### src/rtl/vga_pkg.sv
// vga_pkg: shared definitions for the VGA receive-side timing monitor.
//   - default 640x480@60 timing constants
//   - counter width and saturation value
//   - monitor FSM state type and the per-strobe error vector
package vga_pkg;

  localparam int unsigned H_TOTAL_DEF     = 800;
  localparam int unsigned H_ACTIVE_DEF    = 640;
  localparam int unsigned H_SYNC_DEF      = 96;
  localparam int unsigned V_TOTAL_DEF     = 525;
  localparam int unsigned V_ACTIVE_DEF    = 480;
  localparam int unsigned LOCK_FRAMES_DEF = 2;

  localparam int unsigned CNT_W = 10;
  localparam logic [CNT_W-1:0] CNT_MAX = '1;

  typedef enum logic [1:0] {
    SEARCH  = 2'd0,
    MEASURE = 2'd1,
    LOCKED  = 2'd2
  } mon_state_t;

  typedef struct packed {
    logic hs_err;
    logic vs_err;
    logic width_err;
    logic height_err;
  } err_vec_t;

  function automatic logic [7:0] sat_inc8(input logic [7:0] v);
    return (v == 8'hFF) ? v : v + 8'd1;
  endfunction

endpackage

### src/rtl/vga_span_counter.sv
// vga_span_counter: 10-bit saturating event counter with a compare-equal
// output against a fixed expected span.
//   clk_i     : system clock
//   rst_n_i   : synchronous active-low reset
//   en_i      : qualifies clr_i/inc_i (pixel strobe)
//   clr_i     : restart the count; with inc_i in the same strobe the
//               count restarts at 1 so the clearing strobe is counted
//   inc_i     : count one event (holds at CNT_MAX)
//   match_o   : count equals MATCH
module vga_span_counter
  import vga_pkg::*;
#(
  parameter int unsigned MATCH = 0
) (
  input  logic clk_i,
  input  logic rst_n_i,
  input  logic en_i,
  input  logic clr_i,
  input  logic inc_i,
  output logic match_o
);

  logic [CNT_W-1:0] cnt_q, cnt_d;

  always_comb begin
    cnt_d = cnt_q;
    if (en_i) begin
      if (clr_i) begin
        cnt_d = inc_i ? CNT_W'(1) : '0;
      end else if (inc_i && (cnt_q != CNT_MAX)) begin
        cnt_d = cnt_q + CNT_W'(1);
      end
    end
  end

  always_ff @(posedge clk_i) begin
    if (!rst_n_i) begin
      cnt_q <= '0;
    end else begin
      cnt_q <= cnt_d;
    end
  end

  assign match_o = (cnt_q == CNT_W'(MATCH));

endmodule

### src/rtl/vga_rx_monitor.sv
// vga_rx_monitor: checks a received hs/vs/blank stream against VGA timing,
// locks after LOCK_FRAMES clean frames and rebuilds pixel coordinates.
//   Clk, Reset_n        : system clock, synchronous active-low reset
//   pixel_en            : pixel strobe; all other inputs sampled only here
//   hs, vs, blank       : sync (active-low) and visible-pixel qualifier
//   clear_err           : clears sticky flags and err_count
//   RxX, RxY, rx_valid  : coordinates of the pixel sampled in the last strobe
//   locked, frame_done  : lock status, one-cycle pulse per locked vs fall
//   *_err, err_count    : sticky error flags, saturating errored-event count
//
// state   | meaning
// SEARCH  | waiting for a vs fall to establish a frame reference
// MEASURE | checking frames; counting consecutive clean ones
// LOCKED  | timing trusted; errors are reported and drop back to SEARCH
module vga_rx_monitor
  import vga_pkg::*;
#(
  parameter int unsigned H_TOTAL     = H_TOTAL_DEF,
  parameter int unsigned H_ACTIVE    = H_ACTIVE_DEF,
  parameter int unsigned H_SYNC      = H_SYNC_DEF,
  parameter int unsigned V_TOTAL     = V_TOTAL_DEF,
  parameter int unsigned V_ACTIVE    = V_ACTIVE_DEF,
  parameter int unsigned LOCK_FRAMES = LOCK_FRAMES_DEF
) (
  input  logic       Clk,
  input  logic       Reset_n,
  input  logic       pixel_en,
  input  logic       hs,
  input  logic       vs,
  input  logic       blank,
  input  logic       clear_err,
  output logic [9:0] RxX,
  output logic [9:0] RxY,
  output logic       rx_valid,
  output logic       locked,
  output logic       frame_done,
  output logic       hs_period_err,
  output logic       vs_period_err,
  output logic       width_err,
  output logic       height_err,
  output logic [7:0] err_count
);

  mon_state_t state_q, state_d;
  logic [7:0] good_q, good_d;
  logic       frame_err_q, frame_err_d;

  logic hs_prev_q, hs_prev_d;
  logic vs_prev_q, vs_prev_d;
  logic blank_prev_q, blank_prev_d;
  logic hf_seen_q, hf_seen_d;
  logic hr_seen_q, hr_seen_d;
  logic vf_seen_q, vf_seen_d;

  logic [9:0] rxx_q, rxx_d;
  logic [9:0] rxy_q, rxy_d;
  logic       rx_valid_q, rx_valid_d;
  logic       frame_done_q, frame_done_d;
  err_vec_t   flags_q, flags_d;
  logic [7:0] err_cnt_q, err_cnt_d;

  logic hs_fall, hs_rise, vs_fall, bl_rise, bl_fall;
  logic checking, sync_clr;
  logic h_tot_ok, h_sync_ok, act_ok, line_ok, vact_ok;
  err_vec_t err;
  logic any_err;

  assign hs_fall = pixel_en &  hs_prev_q    & ~hs;
  assign hs_rise = pixel_en & ~hs_prev_q    &  hs;
  assign vs_fall = pixel_en &  vs_prev_q    & ~vs;
  assign bl_rise = pixel_en & ~blank_prev_q &  blank;
  assign bl_fall = pixel_en &  blank_prev_q & ~blank;

  assign checking = (state_q != SEARCH);
  // The vs fall that leaves SEARCH restarts every measurement.
  assign sync_clr = (state_q == SEARCH) & vs_fall;

  vga_span_counter #(.MATCH(H_TOTAL)) u_h_cnt (
    .clk_i(Clk), .rst_n_i(Reset_n), .en_i(pixel_en),
    .clr_i(hs_fall | sync_clr), .inc_i(1'b1), .match_o(h_tot_ok)
  );

  vga_span_counter #(.MATCH(H_SYNC)) u_hlow_cnt (
    .clk_i(Clk), .rst_n_i(Reset_n), .en_i(pixel_en),
    .clr_i(hs_fall | sync_clr), .inc_i(~hs), .match_o(h_sync_ok)
  );

  vga_span_counter #(.MATCH(H_ACTIVE)) u_act_cnt (
    .clk_i(Clk), .rst_n_i(Reset_n), .en_i(pixel_en),
    .clr_i(bl_rise | sync_clr), .inc_i(blank), .match_o(act_ok)
  );

  vga_span_counter #(.MATCH(V_TOTAL)) u_line_cnt (
    .clk_i(Clk), .rst_n_i(Reset_n), .en_i(pixel_en),
    .clr_i(vs_fall), .inc_i(hs_fall), .match_o(line_ok)
  );

  vga_span_counter #(.MATCH(V_ACTIVE)) u_vact_cnt (
    .clk_i(Clk), .rst_n_i(Reset_n), .en_i(pixel_en),
    .clr_i(vs_fall), .inc_i(bl_rise), .match_o(vact_ok)
  );

  // Counters compare their pre-strobe value; the first edge of each kind
  // after a restart has no valid reference and is skipped.
  always_comb begin
    err            = '0;
    err.hs_err     = checking & ((hs_fall & hf_seen_q & ~h_tot_ok) |
                                 (hs_rise & hr_seen_q & ~h_sync_ok));
    err.width_err  = checking & bl_fall & ~act_ok;
    err.vs_err     = checking & vs_fall & vf_seen_q & ~line_ok;
    err.height_err = checking & vs_fall & vf_seen_q & ~vact_ok;
  end

  assign any_err = |err;

  always_comb begin
    state_d     = state_q;
    good_d      = good_q;
    frame_err_d = frame_err_q;
    unique case (state_q)
      SEARCH: begin
        if (vs_fall) begin
          state_d     = MEASURE;
          good_d      = '0;
          frame_err_d = 1'b0;
        end
      end
      MEASURE: begin
        if (vs_fall) begin
          frame_err_d = 1'b0;
          if (frame_err_q || any_err) begin
            good_d = '0;
          end else if ((good_q + 8'd1) >= 8'(LOCK_FRAMES)) begin
            state_d = LOCKED;
            good_d  = '0;
          end else begin
            good_d = good_q + 8'd1;
          end
        end else if (any_err) begin
          frame_err_d = 1'b1;
        end
      end
      LOCKED: begin
        if (any_err) begin
          state_d = SEARCH;
        end
      end
      default: state_d = SEARCH;
    endcase
  end

  always_comb begin
    hs_prev_d    = hs_prev_q;
    vs_prev_d    = vs_prev_q;
    blank_prev_d = blank_prev_q;
    hf_seen_d    = hf_seen_q;
    hr_seen_d    = hr_seen_q;
    vf_seen_d    = vf_seen_q;
    rxx_d        = rxx_q;
    rxy_d        = rxy_q;
    rx_valid_d   = rx_valid_q;
    flags_d      = flags_q;
    err_cnt_d    = err_cnt_q;
    frame_done_d = 1'b0;
    if (pixel_en) begin
      hs_prev_d    = hs;
      vs_prev_d    = vs;
      blank_prev_d = blank;

      if (sync_clr) begin
        hf_seen_d = 1'b0;
        hr_seen_d = 1'b0;
        vf_seen_d = 1'b0;
      end else begin
        if (hs_fall) hf_seen_d = 1'b1;
        if (hs_rise) hr_seen_d = 1'b1;
        if (vs_fall) vf_seen_d = 1'b1;
      end

      if (bl_rise) begin
        rxx_d = '0;
      end else if (blank) begin
        rxx_d = rxx_q + 10'd1;
      end

      if (vs_fall) begin
        rxy_d = '0;
      end else if (bl_fall) begin
        rxy_d = rxy_q + 10'd1;
      end

      // Clear first so a simultaneous locked error still lands.
      if (clear_err) begin
        flags_d   = '0;
        err_cnt_d = '0;
      end
      if ((state_q == LOCKED) && any_err) begin
        flags_d   = flags_d | err;
        err_cnt_d = sat_inc8(err_cnt_d);
      end

      rx_valid_d   = (state_d == LOCKED) & blank;
      frame_done_d = (state_q == LOCKED) & vs_fall & ~any_err;
    end
  end

  always_ff @(posedge Clk) begin
    if (!Reset_n) begin
      state_q      <= SEARCH;
      good_q       <= '0;
      frame_err_q  <= 1'b0;
      hs_prev_q    <= 1'b1;
      vs_prev_q    <= 1'b1;
      blank_prev_q <= 1'b0;
      hf_seen_q    <= 1'b0;
      hr_seen_q    <= 1'b0;
      vf_seen_q    <= 1'b0;
      rxx_q        <= '0;
      rxy_q        <= '0;
      rx_valid_q   <= 1'b0;
      frame_done_q <= 1'b0;
      flags_q      <= '0;
      err_cnt_q    <= '0;
    end else begin
      state_q      <= state_d;
      good_q       <= good_d;
      frame_err_q  <= frame_err_d;
      hs_prev_q    <= hs_prev_d;
      vs_prev_q    <= vs_prev_d;
      blank_prev_q <= blank_prev_d;
      hf_seen_q    <= hf_seen_d;
      hr_seen_q    <= hr_seen_d;
      vf_seen_q    <= vf_seen_d;
      rxx_q        <= rxx_d;
      rxy_q        <= rxy_d;
      rx_valid_q   <= rx_valid_d;
      frame_done_q <= frame_done_d;
      flags_q      <= flags_d;
      err_cnt_q    <= err_cnt_d;
    end
  end

  assign RxX           = rxx_q;
  assign RxY           = rxy_q;
  assign rx_valid      = rx_valid_q;
  assign locked        = (state_q == LOCKED);
  assign frame_done    = frame_done_q;
  assign hs_period_err = flags_q.hs_err;
  assign vs_period_err = flags_q.vs_err;
  assign width_err     = flags_q.width_err;
  assign height_err    = flags_q.height_err;
  assign err_count     = err_cnt_q;

endmodule

### config.mk
export PLATFORM = sky130hd
export DESIGN_NAME = vga_rx_monitor
export DESIGN_NICKNAME = d
export VERILOG_FILES = /design/src/rtl/vga_pkg.sv /design/src/rtl/vga_span_counter.sv /design/src/rtl/vga_rx_monitor.sv
export SDC_FILE = /design/constraint.sdc
export NUM_CORES = 1
export LEC_CHECK = 0
export CELL_PAD_IN_SITES_DETAIL_PLACEMENT = 1
export CELL_PAD_IN_SITES_GLOBAL_PLACEMENT = 1
export CORE_MARGIN = 5
export CORE_UTILIZATION = 39
export DETAILED_ROUTE_END_ITERATION = 10
export GPL_ROUTABILITY_DRIVEN = 0
export PLACE_DENSITY_LB_ADDON = 0.1
export SLEW_MARGIN = 5
export SYNTH_ARGS = -nofsm -noshare
export SYNTH_HDL_FRONTEND = slang
export SYNTH_SLANG_ARGS = --single-unit
### constraint.sdc
create_clock -name Clk -period 2.25 [get_ports Clk]
set_clock_uncertainty 0.15 [all_clocks]
set_input_delay 0.45 -clock Clk [delete_from_list [all_inputs] [get_ports Clk]]
set_output_delay 0.45 -clock Clk [all_outputs]
set_load 0.005 [all_outputs]
Yosys cells after proc, flatten, opt, wreduce, memory -nomap -nowiden
Index checks and enable logic that the tools add are counted.
Widths: inputs -> output; s select.
Storage, ports and cells
  word-level logic and storage cells: 169
  input port bits: 7
  register bits after elaboration: 101
  output and inout bits: 35
Operators by class
  reductions and logical operators: 33
  multiplexer cells: 46
  add/subtract/negate cells: 9
  equality and inequality tests: 17
  bitwise logic cells: 40
  $lt $le $gt $ge: 1
Operators by type and width (count)
  $mux 10: 14
  $add 10x1->10 const B: 7
  $mux 8: 8
  $ne 10x10->1 const B: 5
  $eq 10x10->1 const B: 3
  $and 1x1->1: 25
  $reduce_bool 2->1: 12
  $reduce_and 2->1: 11
  $add 8x1->8 const B: 2
  $pmux 8 s2: 1
  $mux 1: 13
  $mux 4: 3
  $not 1->1: 11
  $eq 10x7->1 const B: 1
  $eq 10x9->1 const B: 1
  $mux 2: 5
  $eq 8x8->1 const B: 1
  $ge 8x2->1 const B: 1
  $pmux 2 s3: 1
  $reduce_and 3->1: 2
  $logic_and 1x1->1: 5
  $eq 2x2->1 const B: 2
  $ne 2x2->1 const B: 2
  $or 4x4->4: 1
  other kinds (7): 9

Longest topological paths before layout
Gate-level depths: netlist (run 1).
  depth after elaboration: 14
  depth in mapped cells: 8
  depth with buffers taken out: 8

Modules after synthesis
From an unflattened synthesis (run 1), not the netlist that was laid out.
Unflattened totals
  cell total of the unflattened synthesis: 685
  area, all modules: 5845.6 um^2
Modules (own cells, without submodules)
  vga_rx_monitor: seq. area each 1021.0 um^2, times used 1, cells each 288, area an instance 2471.1 um^2
  vga_span_counter at u_act_cnt: seq. area each 200.2 um^2, times used 1, cells each 80, area an instance 690.7 um^2
  vga_span_counter at u_h_cnt: seq. area each 200.2 um^2, times used 1, cells each 82, area an instance 688.2 um^2
  vga_span_counter at u_line_cnt: seq. area each 200.2 um^2, times used 1, cells each 76, area an instance 675.6 um^2
  vga_span_counter at u_hlow_cnt: seq. area each 200.2 um^2, times used 1, cells each 82, area an instance 673.1 um^2
  vga_span_counter at u_vact_cnt: seq. area each 200.2 um^2, times used 1, cells each 77, area an instance 646.9 um^2

Least setup slack after synthesis (run 1)
Ideal clock, no wire load.
  path type: register -> register
  start: register u_vact_cnt.cnt_q[0]
  end: register good_q[0]
  path slack: -0.128 ns
  setup time: 0.073 ns
  data required time: 2.027 ns
  buffers on the path: 0
  period minus slack after synthesis: 2.378 ns
  stages on the path, launching flop included: 9
  data arrival time: 2.155 ns
  path through: dfxtp_1 inv_1 ha_1 or4b_1 or3_4 o21ai_4 o21ai_2 or4b_1 a21oi_1
On the way
  word-level cells in the longest chain between the ends: 8
Ends and longest elaborated chain
  start: declaration: line vga_span_counter.sv:23  | logic [CNT_W-1:0] cnt_q, cnt_d;
  start signal: assignment: line vga_span_counter.sv:40  | cnt_q <= cnt_d;
  $eq 10x9->1: line vga_span_counter.sv:44  | assign match_o = (cnt_q == CNT_W'(MATCH));
  $not 1->1: line vga_rx_monitor.sv:111  | err.height_err = checking & vs_fall & vf_seen_q & ~vact_ok;
  $and 1x1->1: line vga_rx_monitor.sv:111
  $reduce_or 4->1: line vga_rx_monitor.sv:114  | assign any_err = |err;
  $logic_or 1x1->1: line vga_rx_monitor.sv:131  | if (frame_err_q || any_err) begin
  $mux 8: line vga_rx_monitor.sv:131
  $mux 8: line vga_rx_monitor.sv:129  | if (vs_fall) begin
  $pmux 8 s2: line vga_rx_monitor.sv:120  | unique case (state_q)
  end signal: assignment: line vga_rx_monitor.sv:226  | good_q <= good_d;
  end: declaration: line vga_rx_monitor.sv:45  | logic [7:0] good_q, good_d;
No other way between the ends. The select of a mux whose other input is x is not followed.
A chain may end at the register's enable or synchronous reset.

Final worst setup path (run 1)
Ends and elaborated chain as after synthesis.

==> flow_metrics.py, run 1 <==
metrics = {
    "place": {
        "io_buffers": 41,
        "dp_slack_ns": -0.518,
        "dp_hpwl_um": 10400,
        "place_inst": 881,
    },
    "sta": {
        "rsz0062_at_grt": "yes",
        "setup_violations": 13,
        "fmax_mhz": 397,
        "period_share_pct": 112,
        "worst_slack_ns": -0.268,
        "timing.hold.ws_ns": 0.320,
        "maxSlewViolCount": 0,
        "tightest_slew_ns": 0.546,
        "period_minus_slack_ns": 2.52,
        "finalHoldViolations": 0,
        "slew_headroom_pct": 63.6,
    },
    "setup_path": {
        "cp_slowest_cell": "or4b_4",
        "startpoint_type": "flop",
        "crit_top_cell": "o21ai_4",
        "arrival_ns": 2.66,
        "cp.required_ns": 2.39,
        "endpoint_kind": "flop",
        "path_max_fanout": 3,
        "crit_family": "simple AND/OR/NAND/NOR gates",
        "path_buf_inv": 2,
        "worstPathCellList": "inv_2, ha_2, or4b_1, or3_4, o21ai_4, buf_6, o21ai_4, or4b_4, a21oi_2",
        "max_stage_delay_ns": 0.51,
        "worstSetupPathType": "flop to flop",
    },
    "power": {
        "power.density_nw_per_um2": 582,
        "power_mw": 3.94,
        "leakage_nw": 2.59,
        "ir_drop_uv": 422,
    },
    "drt": {
        "route.detailed.drc": 0,
        "wl_per_cell_um": 15.8,
        "drtAntennaViolNets": 0,
        "via_count": 4711,
        "drt_iter0_drc": 161,
        "firstDrtPassIters": 4,
        "routed_wl_um": 14300,
        "vias_per_cell": 5.20,
    },
    "floorplanning": {
        "core_sq_um": 12100,
        "row_count": 40,
        "die_height_um": 121,
        "io_pins": 42,
        "die_w_um": 121,
        "die_area_sq_um": 14700,
        "start_util_pct": 40.0,
    },
    "clocking": {
        "h-tree-depth": 3,
        "clk_pin_slew_ns": 0.07,
        "cts_hold_buf": 0,
        "clk_path_buf_depth": 2,
        "cts_buffers": 9,
        "clk_latency_ns": 0.35,
        "cts_tree": "done",
        "clock_sinks": 101,
        "cts-root-buf": "clkbuf_16",
    },
    "status": {
        "outcome": "complete, but fails checks",
        "violations": "negative setup slack",
    },
    "finish": {
        "final_cell_mix": "buf_4 (108), dfxtp_1 (98), nor2_1 (88)",
        "layout.cells.non_filler": 906,
        "syn_to_final_growth_pct": 39.9,
        "fin_nets": 755,
        "utilization_pct": 55.9,
        "layout-drive-gt1-share_pct": 22.5,
        "fill_cells": 1466,
        "layout_commonest_cell": "buf_4",
        "antennaDiodeCount": 0,
    },
    "yosys": {
        "synth_warnings": 0,
        "synth_edf_count": 0,
        "postSynth.asyncResetShare_pct": 0,
        "ys_ff_latch": 101,
        "syn_area_per_cell_sq_um": 8.32,
        "ys_types": 54,
        "syn_inst": 582,
        "syn-num-nets": 604,
        "synth-seq-area-share_pct": 41.8,
        "yosys_most_used_dff": "dfxtp_1",
        "synth_area_sq_um": 4840,
    },
    "global_route": {
        "use_met3_pct": 3.82,
        "first_global_vias": 4937,
        "grt_overflow": 0,
        "grt_max_degree": 29,
        "grt_pass1_wl_um": 23500,
        "grtUsageMet1_pct": 23.1,
        "grtUsageTotal_pct": 19.5,
        "met2_usage_pct": 35.1,
        "antenna_found_initial": 0,
        "grt.busiest_layer": "met2",
    },
    "hold_path": {
        "hold_path.class": "flop to flop",
    },
    "flow_run": {
        "drv_cap": 0,
    },
}
## final cells by class
cell class,instances,area (sq um),share of cell area [%]
clock buffers,11,253,3.73
repair buffers,155,1320,19.4
clock inverters,5,81.3,1.20
well taps,168,210,3.10
multi-input cells,443,2800,41.3
inverters,23,88.8,1.31
flip-flops and latches,101,2030,29.9
## where the power goes
group / leakage (nW) / total (mW) / internal [mW] / switching (mW)
Clock: 0.162 / 1.73 / 1.04 / 0.697
Sequential: 0.818 / 1.83 / 1.81 / 0.0214
Combinational: 1.61 / 0.375 / 0.181 / 0.195
## state kept, by name, summed over array words and instances (netlist names), 2 cells and up
| name | count |
|---|---|
| err_count | 8 |
| RxX | 10 |
| good_q | 8 |
| state_q | 2 |
| u_line_cnt.cnt_q | 10 |
| u_vact_cnt.cnt_q | 10 |
| u_hlow_cnt.cnt_q | 10 |
| u_act_cnt.cnt_q | 10 |
| u_h_cnt.cnt_q | 10 |
| RxY | 10 |
## per-layer routing
layer	wire [um]	vias to the layer above
met2	7220	60
met4	266	0
li1	-	2337
met1	6450	2296
met5	0	-
met3	372	18
## worst reg2reg max path: stages, from the launching register on
cell     delay (ns)
dfxtp_2        0.34
inv_2          0.06
ha_2           0.15
or4b_1         0.42
or3_4          0.38
o21ai_4        0.15
buf_6          0.13
o21ai_4        0.06
or4b_4         0.51
a21oi_2        0.12
## cells by family (layout without fill, tap and decap cells)
| group | Yosys count | count (layout) | share of synthesized area, % |
|---|---|---|---|
| AOI/OAI and AO/OA | 87 | 87 | 11.4 |
| xor gates and xnor gates | 49 | 49 | 8.87 |
| adders and majority gates | 15 | 15 | 3.88 |
| buffers and inverters | 38 | 194 | 2.97 |
| DFF | 101 | 101 | 41.8 |
| muxes | 9 | 9 | 1.89 |
| and+or+nand+nor | 283 | 283 | 29.2 |
## cells in the mapped netlist, drive strengths merged (7+ instances only)
library cell / count / area (sq um)
a21oi: 27 / 135
a31oi: 9 / 56.3
and2: 10 / 62.6
clkbuf: 13 / 48.8
dfxtp: 101 / 2020
ha: 15 / 188
inv: 22 / 82.6
mux2i: 8 / 80.1
nand2: 62 / 233
nand2b: 7 / 43.8
nand3: 26 / 130
nand4: 26 / 163
nor2: 88 / 330
nor3: 15 / 75.1
o21ai: 25 / 140
xnor2: 15 / 131
xor2: 34 / 298
## stage by stage
stage / area [sq um] / TNS, ns
floorplan: 4840 / -0.128
CTS: 6630 / -1.52
finish: 6770 / -1.38
global route: 6770 / -2.96
global placement: 6230 / -9.02
detailed placement: 6230 / -13.17
## worst paths after layout
check,startpoint,to,slack [ns],depth (start not counted)
setup / recovery,u_vact_cnt.cnt_q[0]$_SDFFE_PN0P_,good_q[0]$_SDFFE_PN0P_,-0.27,9
setup reg to reg,u_vact_cnt.cnt_q[0]$_SDFFE_PN0P_,good_q[0]$_SDFFE_PN0P_,-0.27,9
hold reg to reg,width_err$_SDFFE_PN0P_,width_err$_SDFFE_PN0P_,0.32,2
hold / removal,width_err$_SDFFE_PN0P_,width_err$_SDFFE_PN0P_,0.32,2
## timing repair
item | 4_1_cts | 5_1_grt
pin swaps | 9 | 10
setup endpoints to repair | 14 | 25
gates resized for setup | 15 | 26
gates cloned | 0 | 0
setup buffers | 2 | 8
(Power assumes the default switching activity.)
==> run 2: changes to the inputs <==
--- a/config.mk
+++ b/config.mk
@@ -9,8 +9,10 @@
 export CELL_PAD_IN_SITES_GLOBAL_PLACEMENT = 1
 export CORE_MARGIN = 5
 export CORE_UTILIZATION = 39
+export CTS_BUF_LIST = sky130_fd_sc_hd__clkbuf_16
 export DETAILED_ROUTE_END_ITERATION = 10
 export GPL_ROUTABILITY_DRIVEN = 0
+export MAX_ROUTING_LAYER = met4
 export PLACE_DENSITY_LB_ADDON = 0.1
 export SLEW_MARGIN = 5
 export SYNTH_ARGS = -nofsm -noshare
==> run 2 against run 1 <==
Effect of this change: the run still ends with negative setup slack left; clock power shrank 4%; combinational power is essentially flat; highest routed layer unchanged; count of clock-buffer cells in the layout shrank 2.
==> flow_metrics.py, run 2 (synthesis gave the netlist of run 1 again) <==
metrics = {
    "setup_path": {
        "startpoint_type": "flop",
        "worstSetupPathType": "flop to flop",
        "cp.required_ns": 2.39,
        "endpoint_kind": "flop",
        "path_max_fanout": 3,
        "arrival_ns": 2.65,
        "r2r_setup_slack_ns": -0.25,
    },
    "flow_run": {
        "drv_cap": 0,
    },
    "floorplanning": {
        "io_pins": 42,
        "core_sq_um": 12100,
        "die_area_sq_um": 14700,
        "row_count": 40,
        "die_w_um": 121,
        "die_height_um": 121,
        "start_util_pct": 40.0,
    },
    "clocking": {
        "clk_latency_ns": 0.35,
        "clk_pin_slew_ns": 0.07,
        "cts_tree": "done",
        "cts-root-buf": "clkbuf_16",
        "h-tree-depth": 3,
        "cts_hold_buf": 0,
        "clock_sinks": 101,
        "cts_buffers": 9,
        "clk_path_buf_depth": 2,
    },
    "place": {
        "dp_slack_ns": -0.518,
        "io_buffers": 41,
        "dp_hpwl_um": 10400,
    },
    "global_route": {
        "grt_overflow": 0,
        "grtUsageTotal_pct": 20.0,
        "grtUsageMet1_pct": 23.3,
        "grt_max_degree": 29,
        "grt_pass1_wl_um": 23400,
        "use_met3_pct": 3.82,
        "met2_usage_pct": 34.6,
        "first_global_vias": 4937,
        "antenna_found_initial": 0,
        "grt.busiest_layer": "met2",
    },
    "drt": {
        "routed_wl_um": 14300,
        "via_count": 4697,
        "drtAntennaViolNets": 0,
        "firstDrtPassIters": 4,
        "wl_per_cell_um": 15.8,
        "vias_per_cell": 5.18,
        "route.detailed.drc": 0,
        "drt_iter0_drc": 144,
    },
    "finish": {
        "final_cell_mix": "buf_4 (108), dfxtp_1 (98), nor2_1 (88)",
        "syn_to_final_growth_pct": 39.5,
        "fin_nets": 755,
        "antennaDiodeCount": 0,
        "layout-drive-gt1-share_pct": 22.2,
        "layout_commonest_cell": "buf_4",
    },
    "power": {
        "power_mw": 3.87,
        "leakage_nw": 2.58,
        "power.density_nw_per_um2": 573,
        "ir_drop_uv": 422,
    },
    "sta": {
        "period_minus_slack_ns": 2.50,
        "tns_ns": -1.21,
        "maxSlewViolCount": 0,
        "tightest_slew_ns": 0.546,
        "fmax_mhz": 399,
        "slew_headroom_pct": 63.6,
        "setup_violations": 12,
        "finalHoldViolations": 0,
        "period_share_pct": 111,
        "worst_slack_ns": -0.254,
        "rsz0062_at_grt": "yes",
    },
    "hold_path": {
        "hold_path.class": "flop to flop",
    },
    "status": {
        "outcome": "complete, but fails checks",
        "violations": "negative setup slack",
    },
}
## run 2: cell types whose count changed in the layout (fill, tap and decap cells not counted)
cell / before / now
clkinv_1: 1 / 3
clkbuf_8: 2 / 0
## run 2: final cells by class
cell class | instances | area, sq um
flip-flops and latches | 101 | 2030
well taps | 168 | 210
fillers | 1464 | 5360
repair buffers | 155 | 1320
multi-input cells | 443 | 2800
clock buffers | 9 | 225
inverters | 23 | 88.8
clock inverters | 7 | 88.8
## run 2: stage by stage
step	util [%]	hold WS (ns)	area [sq um]	std cells
floorplan	-	0.290	4840	582
global placement	51.4	0.309	6230	881
detailed placement	51.4	0.311	6230	881
CTS	54.5	0.320	6610	899
global route	55.8	0.341	6750	906
finish	55.8	0.320	6750	906
## run 2: power by group
group	internal, mW	total [mW]	leakage, nW	switching (mW)
clock network	0.969	1.66	0.151	0.694
registers	1.81	1.83	0.818	0.0213
logic	0.181	0.375	1.61	0.195
total	2.96	3.87	2.58	0.910
## run 2: worst max-delay path, cell delays in order (launching register included)
cell     delay [ns]
dfxtp_2        0.33
inv_2          0.05
ha_2           0.15
or4b_1         0.42
or3_4          0.38
o21ai_4        0.15
buf_6          0.13
o21ai_4        0.06
or4b_4         0.51
a21oi_2        0.12
## run 2: worst paths after layout
| path | start | endpoint | depth (start not counted) |
|---|---|---|---|
| hold reg to reg | width_err$_SDFFE_PN0P_ | width_err$_SDFFE_PN0P_ | 2 |
| setup / recovery | u_vact_cnt.cnt_q[0]$_SDFFE_PN0P_ | good_q[0]$_SDFFE_PN0P_ | 9 |
| hold / removal | width_err$_SDFFE_PN0P_ | width_err$_SDFFE_PN0P_ | 2 |
| setup reg to reg | u_vact_cnt.cnt_q[0]$_SDFFE_PN0P_ | good_q[0]$_SDFFE_PN0P_ | 9 |
## run 2: repair_timing
action / 4_1_cts / 5_1_grt
pin swaps: 9 / 10
buffers inserted: 2 / 8
setup endpoints to repair: 15 / 25
gates resized for setup: 15 / 26
cloned: 0 / 0
## run 2: per-layer routing
| layer | vias to the layer above | share of wire (%) |
|---|---|---|
| met3 | 19 | 2.5 |
| li1 | 2336 | - |
| met4 | 0 | 2.0 |
| met2 | 56 | 50 |
| met5 | - | 0 |
| met1 | 2286 | 45 |
==> run 3: changes to the inputs <==
--- a/config.mk
+++ b/config.mk
@@ -7,7 +7,7 @@
 export LEC_CHECK = 0
 export CELL_PAD_IN_SITES_DETAIL_PLACEMENT = 1
 export CELL_PAD_IN_SITES_GLOBAL_PLACEMENT = 1
-export CORE_MARGIN = 5
+export CORE_MARGIN = 2
 export CORE_UTILIZATION = 39
 export CTS_BUF_LIST = sky130_fd_sc_hd__clkbuf_16
 export DETAILED_ROUTE_END_ITERATION = 10
==> run 3 against run 2 <==
Effect of this change: the run still ends with negative setup slack left; setup slack got worse by 0.063 ns; utilization increased by 1.5 points; count of clock-buffer cells in the layout unchanged; fmax decreased by 2.5%; critical path depth unchanged; clock power decreased by 9%; worst hold slack got worse by 0.0028 ns; cell area increased by 2.3%; global-route usage increased by 4.2 points; combinational power increased by 6.1%; largest power group unchanged; non-clock buffer count increased by 2; total power decreased by 3.2%; critical path type unchanged.
==> flow_metrics.py, run 3 (synthesis gave the netlist of run 1 again) <==
metrics = {
    "drt": {
        "wl_per_cell_um": 16.8,
        "drt_iter0_drc": 210,
        "route.detailed.drc": 0,
        "routed_wl_um": 15300,
        "vias_per_cell": 5.28,
        "via_count": 4788,
        "drtAntennaViolNets": 0,
        "firstDrtPassIters": 5,
    },
    "global_route": {
        "grt_max_degree": 29,
        "grtUsageTotal_pct": 24.2,
        "grt_pass1_wl_um": 24700,
        "grt_overflow": 0,
        "antenna_found_initial": 0,
        "first_global_vias": 5074,
    },
    "sta": {
        "timing.hold.ws_ns": 0.317,
        "finalHoldViolations": 0,
        "rsz0062_at_grt": "yes",
        "maxSlewViolCount": 0,
        "tns_ns": -2.53,
        "tightest_slew_ns": 0.595,
        "fmax_mhz": 389,
        "period_minus_slack_ns": 2.57,
        "setup_violations": 16,
        "period_share_pct": 114,
        "worst_slack_ns": -0.317,
        "slew_headroom_pct": 60.3,
    },
    "setup_path": {
        "worstPathCellList": "inv_2, ha_4, or4b_4, or3_4, o21ai_4, buf_6, o21ai_4, or4b_4, a21oi_2",
        "r2r_setup_slack_ns": -0.32,
        "startpoint_type": "flop",
        "r2r_cells": 9,
        "arrival_ns": 2.71,
        "cp.required_ns": 2.39,
        "rr_endpoint": "good_q[0]$_SDFFE_PN0P_",
        "r2r-start": "u_vact_cnt.cnt_q[0]$_SDFFE_PN0P_",
        "worstSetupPathType": "flop to flop",
        "path_max_fanout": 2,
        "endpoint_kind": "flop",
        "cp_slowest_cell": "or4b_4",
        "max_stage_delay_ns": 0.53,
    },
    "place": {
        "dp_hpwl_um": 10500,
        "dp_slack_ns": -0.469,
        "io_buffers": 41,
    },
    "floorplanning": {
        "die_w_um": 115,
        "core_sq_um": 12100,
        "row_count": 40,
        "start_util_pct": 40.1,
        "die_area_sq_um": 13300,
        "io_pins": 42,
        "die_height_um": 115,
    },
    "power": {
        "power.density_nw_per_um2": 543,
        "leakage_nw": 2.65,
        "ir_drop_uv": 473,
    },
    "finish": {
        "fin_nets": 757,
        "fill_cells": 1406,
        "final_cell_mix": "buf_4 (100), dfxtp_1 (98), nor2_1 (86)",
        "utilization_pct": 57.3,
        "layout_commonest_cell": "buf_4",
        "layout-drive-gt1-share_pct": 23.8,
        "syn_to_final_growth_pct": 42.7,
        "antennaDiodeCount": 0,
    },
    "clocking": {
        "clk_latency_ns": 0.36,
        "cts-root-buf": "clkbuf_16",
        "h-tree-depth": 3,
        "clk_pin_slew_ns": 0.07,
        "cts_tree": "done",
        "clk_path_buf_depth": 2,
        "cts_hold_buf": 0,
        "clock_sinks": 101,
        "cts_buffers": 9,
    },
    "hold_path": {
        "hold_path_depth": 2,
        "hold_start": "width_err$_SDFFE_PN0P_",
        "hold_path_end": "width_err$_SDFFE_PN0P_",
        "hold_path.class": "flop to flop",
    },
    "status": {
        "violations": "negative setup slack",
        "outcome": "complete, but fails checks",
    },
    "flow_run": {
        "drv_cap": 0,
    },
}
[run 3: cell types whose count changed in the layout (fill, tap and decap cells not counted), moves of 2 or more]
cell,change
a2111oi_2,-2
buf_4,-8
buf_6,+10
inv_1,+2
nand2_1,-2
nand3_1,-2
nor2_1,-2
nor2_2,+2
nor3_2,-2
[run 3: per-layer routing]
metal | vias to the layer above | global-route usage, % | wire, um | share of wire [%]
li1 | 2338 | - | - | -
met1 | 2357 | 27.6 | 6520 | 43
met2 | 74 | 42.2 | 8050 | 53
met3 | 19 | 5.33 | 461 | 3.0
met4 | 0 | 7.47 | 232 | 1.5
met5 | - | - | 0 | 0
[run 3: stage by stage]
step | area [sq um] | total power, mW | instances
2_1_floorplan | 4840 | 2.03 | 582
3_3_place_gp | 6200 | 2.20 | 877
3_5_place_dp | 6200 | 2.22 | 877
4_1_cts | 6670 | 3.75 | 902
5_1_grt | 6910 | 3.89 | 906
6_report | 6910 | 3.75 | 906
[run 3: power by group]
part	switching (mW)	total [mW]	internal (mW)	leakage (nW)
clock	0.678	1.51	0.837	0.141
combinational	0.209	0.398	0.188	1.69
sequential	0.0228	1.83	1.81	0.818
total	0.910	3.75	2.84	2.65
[run 3: worst max path at each step]
stage               depth (start not counted)                              from                        end
floorplan                                   8  u_vact_cnt.cnt_q[0]$_SDFFE_PN0P_     good_q[0]$_SDFFE_PN0P_
global placement                            8                          pixel_en  err_count[6]$_SDFFE_PN0P_
detailed placement                          8                          pixel_en  err_count[6]$_SDFFE_PN0P_
CTS                                         9  u_vact_cnt.cnt_q[0]$_SDFFE_PN0P_     good_q[0]$_SDFFE_PN0P_
global route                                9  u_vact_cnt.cnt_q[0]$_SDFFE_PN0P_     good_q[0]$_SDFFE_PN0P_
finish                                      9  u_vact_cnt.cnt_q[0]$_SDFFE_PN0P_     good_q[0]$_SDFFE_PN0P_
[run 3: critical path: cells and delay by family, from the launching register on]
family	cells	cell delay, ns
buffers and inverters	2	0.21
AO/OA/AOI/OAI	3	0.35
AND/OR/NAND/NOR	3	1.36
adder cells (fa/ha/maj)	1	0.12
flip-flops	1	0.32
[run 3: cell type report]
cell class | count | area [sq um] | area share, %
Multi-Input combinational cell | 443 | 2940 | 42.6
Timing Repair Buffer | 157 | 1370 | 19.8
Clock inverter | 5 | 46.3 | 0.670
Clock buffer | 9 | 225 | 3.26
Sequential cell | 101 | 2030 | 29.3
Inverter | 23 | 86.3 | 1.25
Tap cell | 168 | 210 | 3.04
[run 3: what timing repair did]
| item | 4_1_cts | 5_1_grt |
|---|---|---|
| pin swaps | 5 | 13 |
| resized for setup | 28 | 48 |
| setup endpoints to repair | 14 | 32 |
| buffers inserted | 11 | 6 |
